## src/rtl/prog_fetch_unit.sv

```systemverilog
// Program fetch unit: a writable instruction memory combined with a program
// counter. Words are loaded sequentially while idle; execution then steps or
// jumps through the loaded words and halts at the end of the program.
module prog_fetch_unit #(
  parameter int INSTR_W = 23,
  parameter int ADDR_W  = 6,
  parameter int DEPTH   = 64
) (
  input  logic               clk,
  input  logic               rst_n,
  input  logic               write,
  input  logic [INSTR_W-1:0] program_in,
  input  logic               start,
  input  logic               inc_pc,
  input  logic               jump,
  input  logic [ADDR_W-1:0]  jump_addr,
  output logic [ADDR_W-1:0]  address,
  output logic [INSTR_W-1:0] code,
  output logic               running,
  output logic               done,
  output logic [ADDR_W:0]    loaded_count,
  output logic               load_overflow,
  output logic               jump_err
);

  localparam logic [1:0] IDLE = 2'd0;
  localparam logic [1:0] RUN  = 2'd1;
  localparam logic [1:0] HALT = 2'd2;

  localparam logic [ADDR_W:0] DEPTH_C = (ADDR_W+1)'(DEPTH);

  logic [1:0]         state;
  logic [INSTR_W-1:0] mem [DEPTH];
  logic               mem_we;
  logic [ADDR_W-1:0]  mem_waddr;
  logic [ADDR_W:0]    jump_ext;
  logic [ADDR_W:0]    next_ext;

  // Comparisons against loaded_count are done one bit wider so that a full
  // memory (loaded_count == DEPTH) compares correctly.
  assign jump_ext = {1'b0, jump_addr};
  assign next_ext = {1'b0, address} + (ADDR_W+1)'(1);

  // Decide whether this cycle writes a program word and where it goes; a
  // write from HALT restarts the load at word 0.
  always_comb begin
    mem_we    = 1'b0;
    mem_waddr = loaded_count[ADDR_W-1:0];
    if (write) begin
      if (state == IDLE) begin
        mem_we = (loaded_count < DEPTH_C);
      end else if (state == HALT) begin
        mem_we    = 1'b1;
        mem_waddr = '0;
      end
    end
  end

  // Instruction storage; deliberately not reset so a program survives rst_n.
  always_ff @(posedge clk) begin
    if (mem_we) begin
      mem[mem_waddr] <= program_in;
    end
  end

  // Control state, program counter, load counter and sticky error flags.
  always_ff @(posedge clk or negedge rst_n) begin
    if (!rst_n) begin
      state         <= IDLE;
      address       <= '0;
      loaded_count  <= '0;
      load_overflow <= 1'b0;
      jump_err      <= 1'b0;
    end else begin
      case (state)
        IDLE: begin
          if (write) begin
            if (loaded_count < DEPTH_C) begin
              loaded_count <= loaded_count + (ADDR_W+1)'(1);
            end else begin
              load_overflow <= 1'b1;
            end
          end else if (start && (loaded_count != '0)) begin
            state   <= RUN;
            address <= '0;
          end
        end
        RUN: begin
          if (jump) begin
            if (jump_ext < loaded_count) begin
              address <= jump_addr;
            end else begin
              jump_err <= 1'b1;
              state    <= HALT;
            end
          end else if (inc_pc) begin
            if (next_ext == loaded_count) begin
              state <= HALT;
            end else begin
              address <= address + ADDR_W'(1);
            end
          end
        end
        HALT: begin
          if (write) begin
            state        <= IDLE;
            loaded_count <= (ADDR_W+1)'(1);
          end else if (start) begin
            state         <= RUN;
            address       <= '0;
            jump_err      <= 1'b0;
            load_overflow <= 1'b0;
          end
        end
        default: begin
          state <= IDLE;
        end
      endcase
    end
  end

  assign running = (state == RUN);
  assign done    = (state == HALT);
  assign code    = running ? mem[address] : '0;

endmodule
```

## config.mk

```make
export PLATFORM = sky130hd
export DESIGN_NAME = prog_fetch_unit
export DESIGN_NICKNAME = d
export VERILOG_FILES = /design/src/rtl/prog_fetch_unit.sv
export SDC_FILE = /design/constraint.sdc
export NUM_CORES = 1
export LEC_CHECK = 0
export BUFFER_PORTS_ARGS = -buffer_cell sky130_fd_sc_hd__buf_2
export CORE_ASPECT_RATIO = 2
export CORE_UTILIZATION = 60
export DETAILED_ROUTE_END_ITERATION = 7
export PLACE_DENSITY = 0.76
export SLEW_MARGIN = 20
export SYNTH_ARGS = -nofsm -noshare
export SYNTH_HDL_FRONTEND = slang
export SYNTH_SLANG_ARGS = --single-unit
```

## constraint.sdc

```tcl
create_clock -name clk -period 4.9 [get_ports clk]
set_input_delay 0.49 -clock clk [delete_from_list [all_inputs] [get_ports clk]]
set_output_delay 0.49 -clock clk [all_outputs]
set_load 0.05 [all_outputs]
```

# Word-level counts from Yosys, hierarchy flattened
# Memory sizes are Yosys's and may differ from the RTL's.
# Cells that the tools add are included.
# word_totals
regBits,17
ramBits,1472
inputBits,35
wordCells,80
n_memories,1
# mem_list
name,words,word_bits,rd,rd_clocked_by_memory_dff,write_ports,line,text
mem,64,23,1,0,1,33,logic [INSTR_W-1:0] mem [DEPTH];
# op_classes
n_addsub,3
n_lt_le_gt_ge,2
eq_ne,19
muxes,39
n_reduce_logical,11
# ops
operator,count
6-bit 2-to-1 mux,11
23-bit 2-to-1 mux,1
7-bit 2-to-1 mux,3
6-bit one-hot mux with 3 select lines,1
2-bit 2-to-1 mux,8
"2-bit != test, second input constant",8
7-bit one-hot mux with 2 select lines,1
"3-bit != test, second input constant",4
1-bit 2-to-1 mux,11
5-bit AND reduction,2
8-bit AND reduction,1
"6-bit by 1-bit adder with 7-bit output, second input constant",1
"7-bit by 1-bit adder with 7-bit output, second input constant",1
7-bit == test,1
6-bit by 7-bit < comparator with 1-bit output,1
"7-bit < comparator, second input constant",1
7-bit nonzero test,1
"6-bit by 1-bit adder with 6-bit output, second input constant",1
"3-bit by 2-bit != test with 1-bit output, second input constant",2
2-bit one-hot mux with 3 select lines,1
6-bit AND reduction,1
"2-bit by 1-bit != test with 1-bit output, second input constant",2
1-bit one-hot mux with 2 select lines,2
4-bit AND reduction,1
other kinds (6),7

# Logic depth before layout (Yosys ltp)
# Gate-level depths: netlist of run 1.
# depth
word_depth,6
depth_mapped,10

# Least setup slack after synthesis of run 1
# OpenSTA, ideal clock, no wires.
# synth_timing
kind,reg-to-reg
start,reg state[1]
end,"mem mem[32][0], enable pin"
arrival_ns,4.230
t_required_ns,4.430
setup_slack_ns,0.200
path_stages_with_launch,7
synth_period_minus_slack_ns,4.700
path_cell_list,dfrtp_1 inv_1 nor2_1 and2_1 a21oi_1 nand2b_1 nor4b_1
# synth_via
elab_chain_cells,6
elab_cells_between_ends,10
cone_classes,eq/ne: 1; mux: 8; reduce/logical: 1
# synth_lines
element,line,text
start: declaration,32,logic [1:0] state;
start signal: assignment,69,state <= IDLE;
start signal: assignment,84,state <= RUN;
start signal: assignment,94,state <= HALT;
2-bit == test *,n/a,
net done,20,"output logic done,"
1-bit 2-to-1 mux,52,end else if (state == HALT) begin
1-bit 2-to-1 mux,50,if (state == IDLE) begin
1-bit 2-to-1 mux,49,if (write) begin
1-bit 2-to-1 mux,61,if (mem_we) begin
1-bit 2-to-1 mux (implied by the code),62,mem[mem_waddr] <= program_in;
end: declaration,33,
# Mark *: on every way through the listed nets, which the timed path passes. The rest lies on a longest branch.

# Final worst setup path of run 1
# layout_timing
start,reg address[1]
end,out code[22]
# layout_via
elab_chain_cells,2
# layout_lines
element,line,text
start: declaration,17,"output logic [ADDR_W-1:0] address,"
start signal: assignment,91,address <= jump_addr;
start signal: assignment,100,address <= address + ADDR_W'(1);
memory read 64 x 23 bit,n/a,
23-bit 2-to-1 mux,124,assign code = running ? mem[address] : '0;
end: declaration,18,"output logic [INSTR_W-1:0] code,"
# No other way between the ends.

==> impl_metrics.env, run 1 <==
export IMPL_status="finished, final reports clean"
export IMPL_synthToLayoutAreaGrowth_pct=11.27
export IMPL_via_count=28890
export IMPL_instances_no_fill=4124
export IMPL_clock_latency_ps=730
export IMPL_fillCellCount=5722
export IMPL_cts_root_buffer="clkbuf_16"
export IMPL_synthArstFlopShare_pct=1.142
export IMPL_start_kind="flip-flop"
export IMPL_die_w_um=221.9
export IMPL_tightest_slew_ps=1046
export IMPL_synthFlopType="edfxtp_1"
export IMPL_port_buffers=74
export IMPL_min_period_ps=4878
export IMPL_seq_area_frac_synth_pct=76.93
export IMPL_rsz0062_at_grt="false"
export IMPL_drc=0
export IMPL_clockBufferDepth=3
export IMPL_critical_path_class="flip-flop to output port"
export IMPL_die_area_sq_um=98010
export IMPL_cts_tree="done"
export IMPL_dp_cells=3909
export IMPL_wl_um=148100
export IMPL_cp_max_fo=84
export IMPL_synth_warnings=0
export IMPL_register_area_sq_um=44640
export IMPL_drt_iter0_drc=3844
export IMPL_cts_sinks=1489
export IMPL_syn_avg_cell_area_sq_um=22.14
export IMPL_cts_clk_slew_worst_paths_ps=80
export IMPL_wl_per_cell_um=35.92
export IMPL_grt_pass1_vias=29220
export IMPL_p_leak_uw=0.02020
export IMPL_grt_use_total_pct=30.85
export IMPL_dpl_hpwl_um=87140
export IMPL_synthCells=2620
export IMPL_antenna_found_initial=7
export IMPL_avgViaCountPerCell=7.006
export IMPL_start_util_pct=60.37
export IMPL_rows=161
export IMPL_grt_max_degree=104
export IMPL_drtPass1Iterations=6
export IMPL_die_h_um=441.7
export IMPL_slew_violations=0
export IMPL_place_gp_congestion=0.9748
export IMPL_postCtsSetupBuffers=0
export IMPL_drive_gt1_share_pct=30.22
export IMPL_grt_pass1_wl_um=210900
export IMPL_core_area_sq_um=96090
export IMPL_cts_htree_levels=3
export IMPL_peakVddDrop_v=0.0003086
export IMPL_max_freq_mhz=205.0
export IMPL_hold_path_class="input pin to flip-flop"
export IMPL_arrival_ps=4390
export IMPL_numCtsBuffers=114
export IMPL_setup_tns_ps=0
export IMPL_endpoint_kind="output port"
export IMPL_timing_hold_violations_final=0
export IMPL_finClkSkew_ps=36.68
export IMPL_post_place_ws_ps=804.1
export IMPL_synth_edf_count=1472
export IMPL_setup_violations=0
export IMPL_min_period_over_period_pct=99.56
export IMPL_multi_input_area_sq_um=12720
export IMPL_syn_cell_area_sq_um=58010
export IMPL_slew_headroom_pct=30.25
export IMPL_layout_setup_ws_ps=21.69
export IMPL_syn_nets=2663
export IMPL_cp_required_ps=4410
export IMPL_ys_types=61
export IMPL_ioPinCount=75
export IMPL_drv_cap=0
export IMPL_final_antenna_net_count=0
export IMPL_p_per_area_nw_per_um2=433.0
export IMPL_synth_seq_cells=1489
export IMPL_fin_nets=2847
export IMPL_overflow=0
export IMPL_fin_util_pct=67.18
## where the power goes
group / switching, uW / internal, uW
clock: 4350 / 5600
sequential: 68.9 / 14000
combinational: 2490 / 1450
## timing repair
action                     CTS  global route
setup endpoints to repair    1             3
resized for setup            2             3
hold buffers                 1             0
gates cloned                 0             0
hold endpoints to repair    17             0
## layer usage
metal  global-route usage (%)  wire length (um)
met5                        0                38
met4                    18.25              9992
met3                    5.722             14670
met2                    51.16             75040
met1                    38.17             48410
## area by class of cell
| cell class | instances | area share, % |
|---|---|---|
| multi-input combinational | 975 | 19.70 |
| tap | 1222 | 2.369 |
| antenna | 3 | 0.01163 |
| inverter | 11 | 0.06396 |
| clock inverter | 79 | 1.522 |
| sequential | 1489 | 69.16 |
| timing repair buffer | 213 | 2.483 |
| clock buffer | 132 | 4.689 |
## cells in the final DEF, fill, tap and decap left out, drive strengths merged, types with 32 or more instances in the layout
| master | synthesis | layout |
|---|---|---|
| o221ai | 44 | 44 |
| mux2i | 99 | 99 |
| nor2 | 92 | 92 |
| mux2 | 37 | 37 |
| nand2 | 94 | 94 |
| clkbuf | 53 | 132 |
| buf | 92 | 212 |
| o21ai | 32 | 32 |
| edfxtp | 1472 | 1472 |
| mux4 | 368 | 368 |
| clkinv | 1 | 43 |
## critical path: stages (launching register included)
cell	delay (ps)
dfrtp_4	600
buf_12	340
buf_4	400
mux2i_1	150
nand2_1	150
o2111ai_1	520
nor2b_1	340
o221ai_1	540
buf_2	390
## cells in the mapped netlist (4+ instances only)
master     number  area [sq um]
nor3b_1         4         30.03
a221o_1         5         50.05
mux4_2        361          8130
edfxtp_1     1472         44200
mux4_1          7         183.9
a21oi_1        30         150.1
o221ai_1       43         376.6
nor2b_1        17         106.4
nand2_1        94         352.8
nor3_1          9         45.04
dfrtp_1        17         425.4
o21ai_0        32         160.2
o22ai_1        12         75.07
nor2_1         91         341.6
a22o_1          5         43.79
or2_2           4         25.02
buf_6          13         146.4
inv_1          10         37.54
buf_2          49         245.2
o211ai_1        6         45.04
ha_1            8         100.1
o21bai_1        4         30.03
nand2b_1        6         37.54
clkbuf_1       53         198.9
mux2_2         37         416.7
mux2i_1        99         991.0
buf_1           5         18.77
o2111a_1        4         45.04
a21o_1          8         60.06
buf_4          23         172.7
xnor2_1         6         52.55
nand4_1        12         75.07
nand3_1        14         70.07
o2111ai_1      22         192.7
a211oi_1        5         37.54
## worst paths after layout
check | startpoint | to | slack (ps) | depth (start not counted)
max | address[1]$_DFFE_PN0P_ | code[22] | 20 | 8
min reg2reg | state[0]$_DFFE_PN0P_ | jump_err$_DFFE_PN0P_ | 630 | 2
min | start | state[1]$_DFFE_PN0P_ | 130 | 3
max reg2reg | address[1]$_DFFE_PN0P_ | address[0]$_DFFE_PN0P_ | 1420 | 8
min in group asynchronous | rst_n | address[3]$_DFFE_PN0P_ | 360 | 2
max in group asynchronous | rst_n | address[0]$_DFFE_PN0P_ | 3940 | 2
## flip-flops by register name (all words and copies together), names as in the netlist
| name | count |
|---|---|
| mem | 1472 |
| jump_err | 1 |
| loaded_count | 7 |
| state | 2 |
| load_overflow | 1 |
| address | 6 |
## logic make-up after synthesis
| logic type | share of synthesized area [%] |
|---|---|
| fa+ha+maj | 0.1726 |
| mux | 16.76 |
| xor+xnor | 0.1877 |
| flops | 76.93 |
| buf+inv | 1.488 |
| simple gates | 2.068 |
| compound gates | 2.396 |
## stage by stage
| stage | instance area (sq um) | power, uW | hold WS (ps) |
|---|---|---|---|
| 2_1_floorplan | 58010 | 16760 | 194.4 |
| 3_3_place_gp | 60470 | 18160 | 531.1 |
| 3_5_place_dp | 60470 | 18210 | 552.4 |
| 4_1_cts | 64500 | 27990 | 90.86 |
| 5_1_grt | 64550 | 28570 | 140.5 |
| 6_report | 64550 | 27950 | 127.5 |
No activity file was read; power rests on OpenSTA's default activity.
==> run 2: changes to the inputs <==
- CAP_MARGIN: default -> 25
- CORE_UTILIZATION: 60 -> 57
- clock period: 4.9 -> 4.22 ns (I/O delays scaled with it)
==> run 2 against run 1 <==
Setup slack better by 7.4 ps. Via count increased by 1.3%. Critical path type unchanged. Non-clock buffer count is 44 higher. Clock-buffer cell count decreased by 1. First-iteration DRC count increased by 2.5%. Power increased by 17%. Register-to-register slack worse by 560 ps. Core utilization decreased by 2.4 points. Critical endpoint is now code[11]. Clock skew shrank 12 ps. Clock power grew 15%. Final cell count rose by 3.7%.
==> impl_metrics.env, run 2 (synthesis results as in run 1) <==
export IMPL_fin_area_sq_um=65370
export IMPL_cts_htree_levels=3
export IMPL_drive_gt1_share_pct=31.86
export IMPL_status="finished, final reports clean"
export IMPL_grt_use_total_pct=29.77
export IMPL_slowest_delay_ps=590
export IMPL_arrival_ps=3770
export IMPL_finClkSkew_ps=24.35
export IMPL_tightest_slew_ps=924.9
export IMPL_rows=165
export IMPL_setup_violations=0
export IMPL_cts_clk_slew_worst_paths_ps=70
export IMPL_overflow=0
export IMPL_cp_cell_sequence="buf_12, nand2_1, buf_4, o22ai_1, a221o_2, o21ai_0, buf_2"
export IMPL_most_common_layout_cells="edfxtp_1, mux4_2, buf_4"
export IMPL_rrSetupSlack_ps=860
export IMPL_dpl_hpwl_um=88820
export IMPL_numCtsBuffers=112
export IMPL_clkPwrFrac_pct=35.0
export IMPL_reg_top3="mem (1472), loaded_count (7), address (6)"
export IMPL_largest_reg_flops=1472
export IMPL_start_util_pct=57.46
export IMPL_drt_iter0_drc=3939
export IMPL_r2r_end="mem[32][4]$_DFFE_PP_"
export IMPL_final_common_cell="edfxtp_1"
export IMPL_hold_path_end="state[1]$_DFFE_PN0P_"
export IMPL_postPlaceCellArea_sq_um=60950
export IMPL_synthToLayoutAreaGrowth_pct=12.68
export IMPL_avgViaCountPerCell=6.845
export IMPL_slew_headroom_pct=37.69
export IMPL_p_leak_uw=0.02054
export IMPL_cp_max_fo=44
export IMPL_core_area_sq_um=101000
export IMPL_drtPass1Iterations=6
export IMPL_critical_path_class="flip-flop to output port"
export IMPL_drc=0
export IMPL_cts_sinks=1489
export IMPL_p_per_area_nw_per_um2=499.8
export IMPL_cp_required_ps=3800
export IMPL_cts_root_buffer="clkbuf_16"
export IMPL_port_buffers=74
export IMPL_final_antenna_net_count=0
export IMPL_grt_pass1_wl_um=212200
export IMPL_slowest_stage="dfrtp_4"
export IMPL_wl_per_cell_um=35.18
export IMPL_via_count=29270
export IMPL_cts_tree="done"
export IMPL_crit_buf_inv=3
export IMPL_peakVddDrop_v=0.0003423
export IMPL_endpoint_kind="output port"
export IMPL_p_int_uw=24580
export IMPL_place_gp_congestion=0.9479
export IMPL_grt_pass1_vias=29880
export IMPL_antenna_found_initial=5
export IMPL_setup_tns_ps=0
export IMPL_pwr_share_seq_pct=49.8
export IMPL_grt_max_degree=65
export IMPL_path_delay_family="buffers and inverters"
export IMPL_min_period_ps=4191
export IMPL_r2r_worst_path_cells=7
export IMPL_hold_path_class="input pin to flip-flop"
export IMPL_die_w_um=227.6
export IMPL_die_h_um=453.2
export IMPL_start_kind="flip-flop"
export IMPL_r2r_start="state[1]$_DFFE_PN0P_"
export IMPL_rsz0062_at_grt="true"
export IMPL_drv_cap=0
export IMPL_ioPinCount=75
export IMPL_total_power_uw=32670
export IMPL_comb_power_share_pct=15.2
export IMPL_largest_register="mem"
export IMPL_min_period_over_period_pct=99.31
export IMPL_hp_start="start"
export IMPL_p_switching_uw=8098
export IMPL_die_area_sq_um=103100
export IMPL_wl_um=150400
export IMPL_min_path_cells=3
export IMPL_slew_violations=0
export IMPL_clock_latency_ps=740
export IMPL_timing_hold_violations_final=0
export IMPL_fin_nets=2889
export IMPL_clockBufferDepth=3
export IMPL_switching_share_pct=24.78
export IMPL_max_freq_mhz=238.6
run 2: cell count changes in the layout (fill, tap and decap cells not counted), moves of 7 or more:
cell,delta
buf_16,+8
buf_12,+7
mux2i_2,+7
mux2i_1,-7
buf_4,+19
clkinvlp_4,-7
run 2: routing by layer:
layer  GRT usage (%)  up-vias  routed length (um)
met5               0        -                  41
met4           19.65        6               11760
met3           5.416      484               14100
met2           49.47     2031               76300
met1           35.50    15260               48240
li1                -    11490                   -
run 2: worst min-delay path: stages:
cell and delay, ps:
buf_2 110, nor2_1 40, a21o_1 170
run 2: how the worst max path moves through the flow:
stage	from	end	slack (ps)	cells past startpoint
final	address[2]$_DFFE_PN0P_	code[11]	30	7
after global placement	address[0]$_DFFE_PN0P_	code[13]	420	9
after floorplan	address[2]$_DFFE_PN0P_	code[18]	640	9
after global routing	address[0]$_DFFE_PN0P_	code[4]	-20	9
after detailed placement	address[0]$_DFFE_PN0P_	code[4]	400	9
after CTS	address[0]$_DFFE_PN0P_	code[4]	-110	10
run 2: what timing repair did:
item                                    CTS  global route
gates cloned                              1             4
hold endpoints to repair                 23             0
pin swaps                                 0             0
endpoints found under the setup margin   18            14
hold buffers                              2             0
buffers inserted                          3             8
resized for setup                        31            18
run 2: stage by stage:
stage	hold slack, ps	worst slack, ps	instances	util, %
6_report	60.22	29.09	4276	64.75
5_1_grt	57.03	-23.18	4275	64.75
4_1_cts	19.76	-105.7	4262	64.48
3_5_place_dp	414.8	395.7	4050	60.37
3_3_place_gp	407.3	424.0	4048	60.33
2_1_floorplan	126.4	637.5	2620	-
run 2: final cells by class:
| type | count | area [sq um] |
|---|---|---|
| multi-input combinational | 975 | 12810 |
| tap | 1336 | 1672 |
| timing repair buffer | 257 | 2275 |
| antenna | 2 | 5.005 |
| sequential | 1489 | 44640 |
| fill | 6220 | 35580 |
| clock buffer | 131 | 2925 |
| clock inverter | 75 | 996.0 |
| inverter | 11 | 41.29 |
run 2: power by group through the flow:
stage / clock (uW) / combinational, uW / sequential (uW)
2_1_floorplan: 0 / 2850 / 16600
3_3_place_gp: 0 / 4510 / 16600
3_5_place_dp: 0 / 4580 / 16600
4_1_cts: 11500 / 4760 / 16300
5_1_grt: 12000 / 5080 / 16300
6_report: 11400 / 4950 / 16300
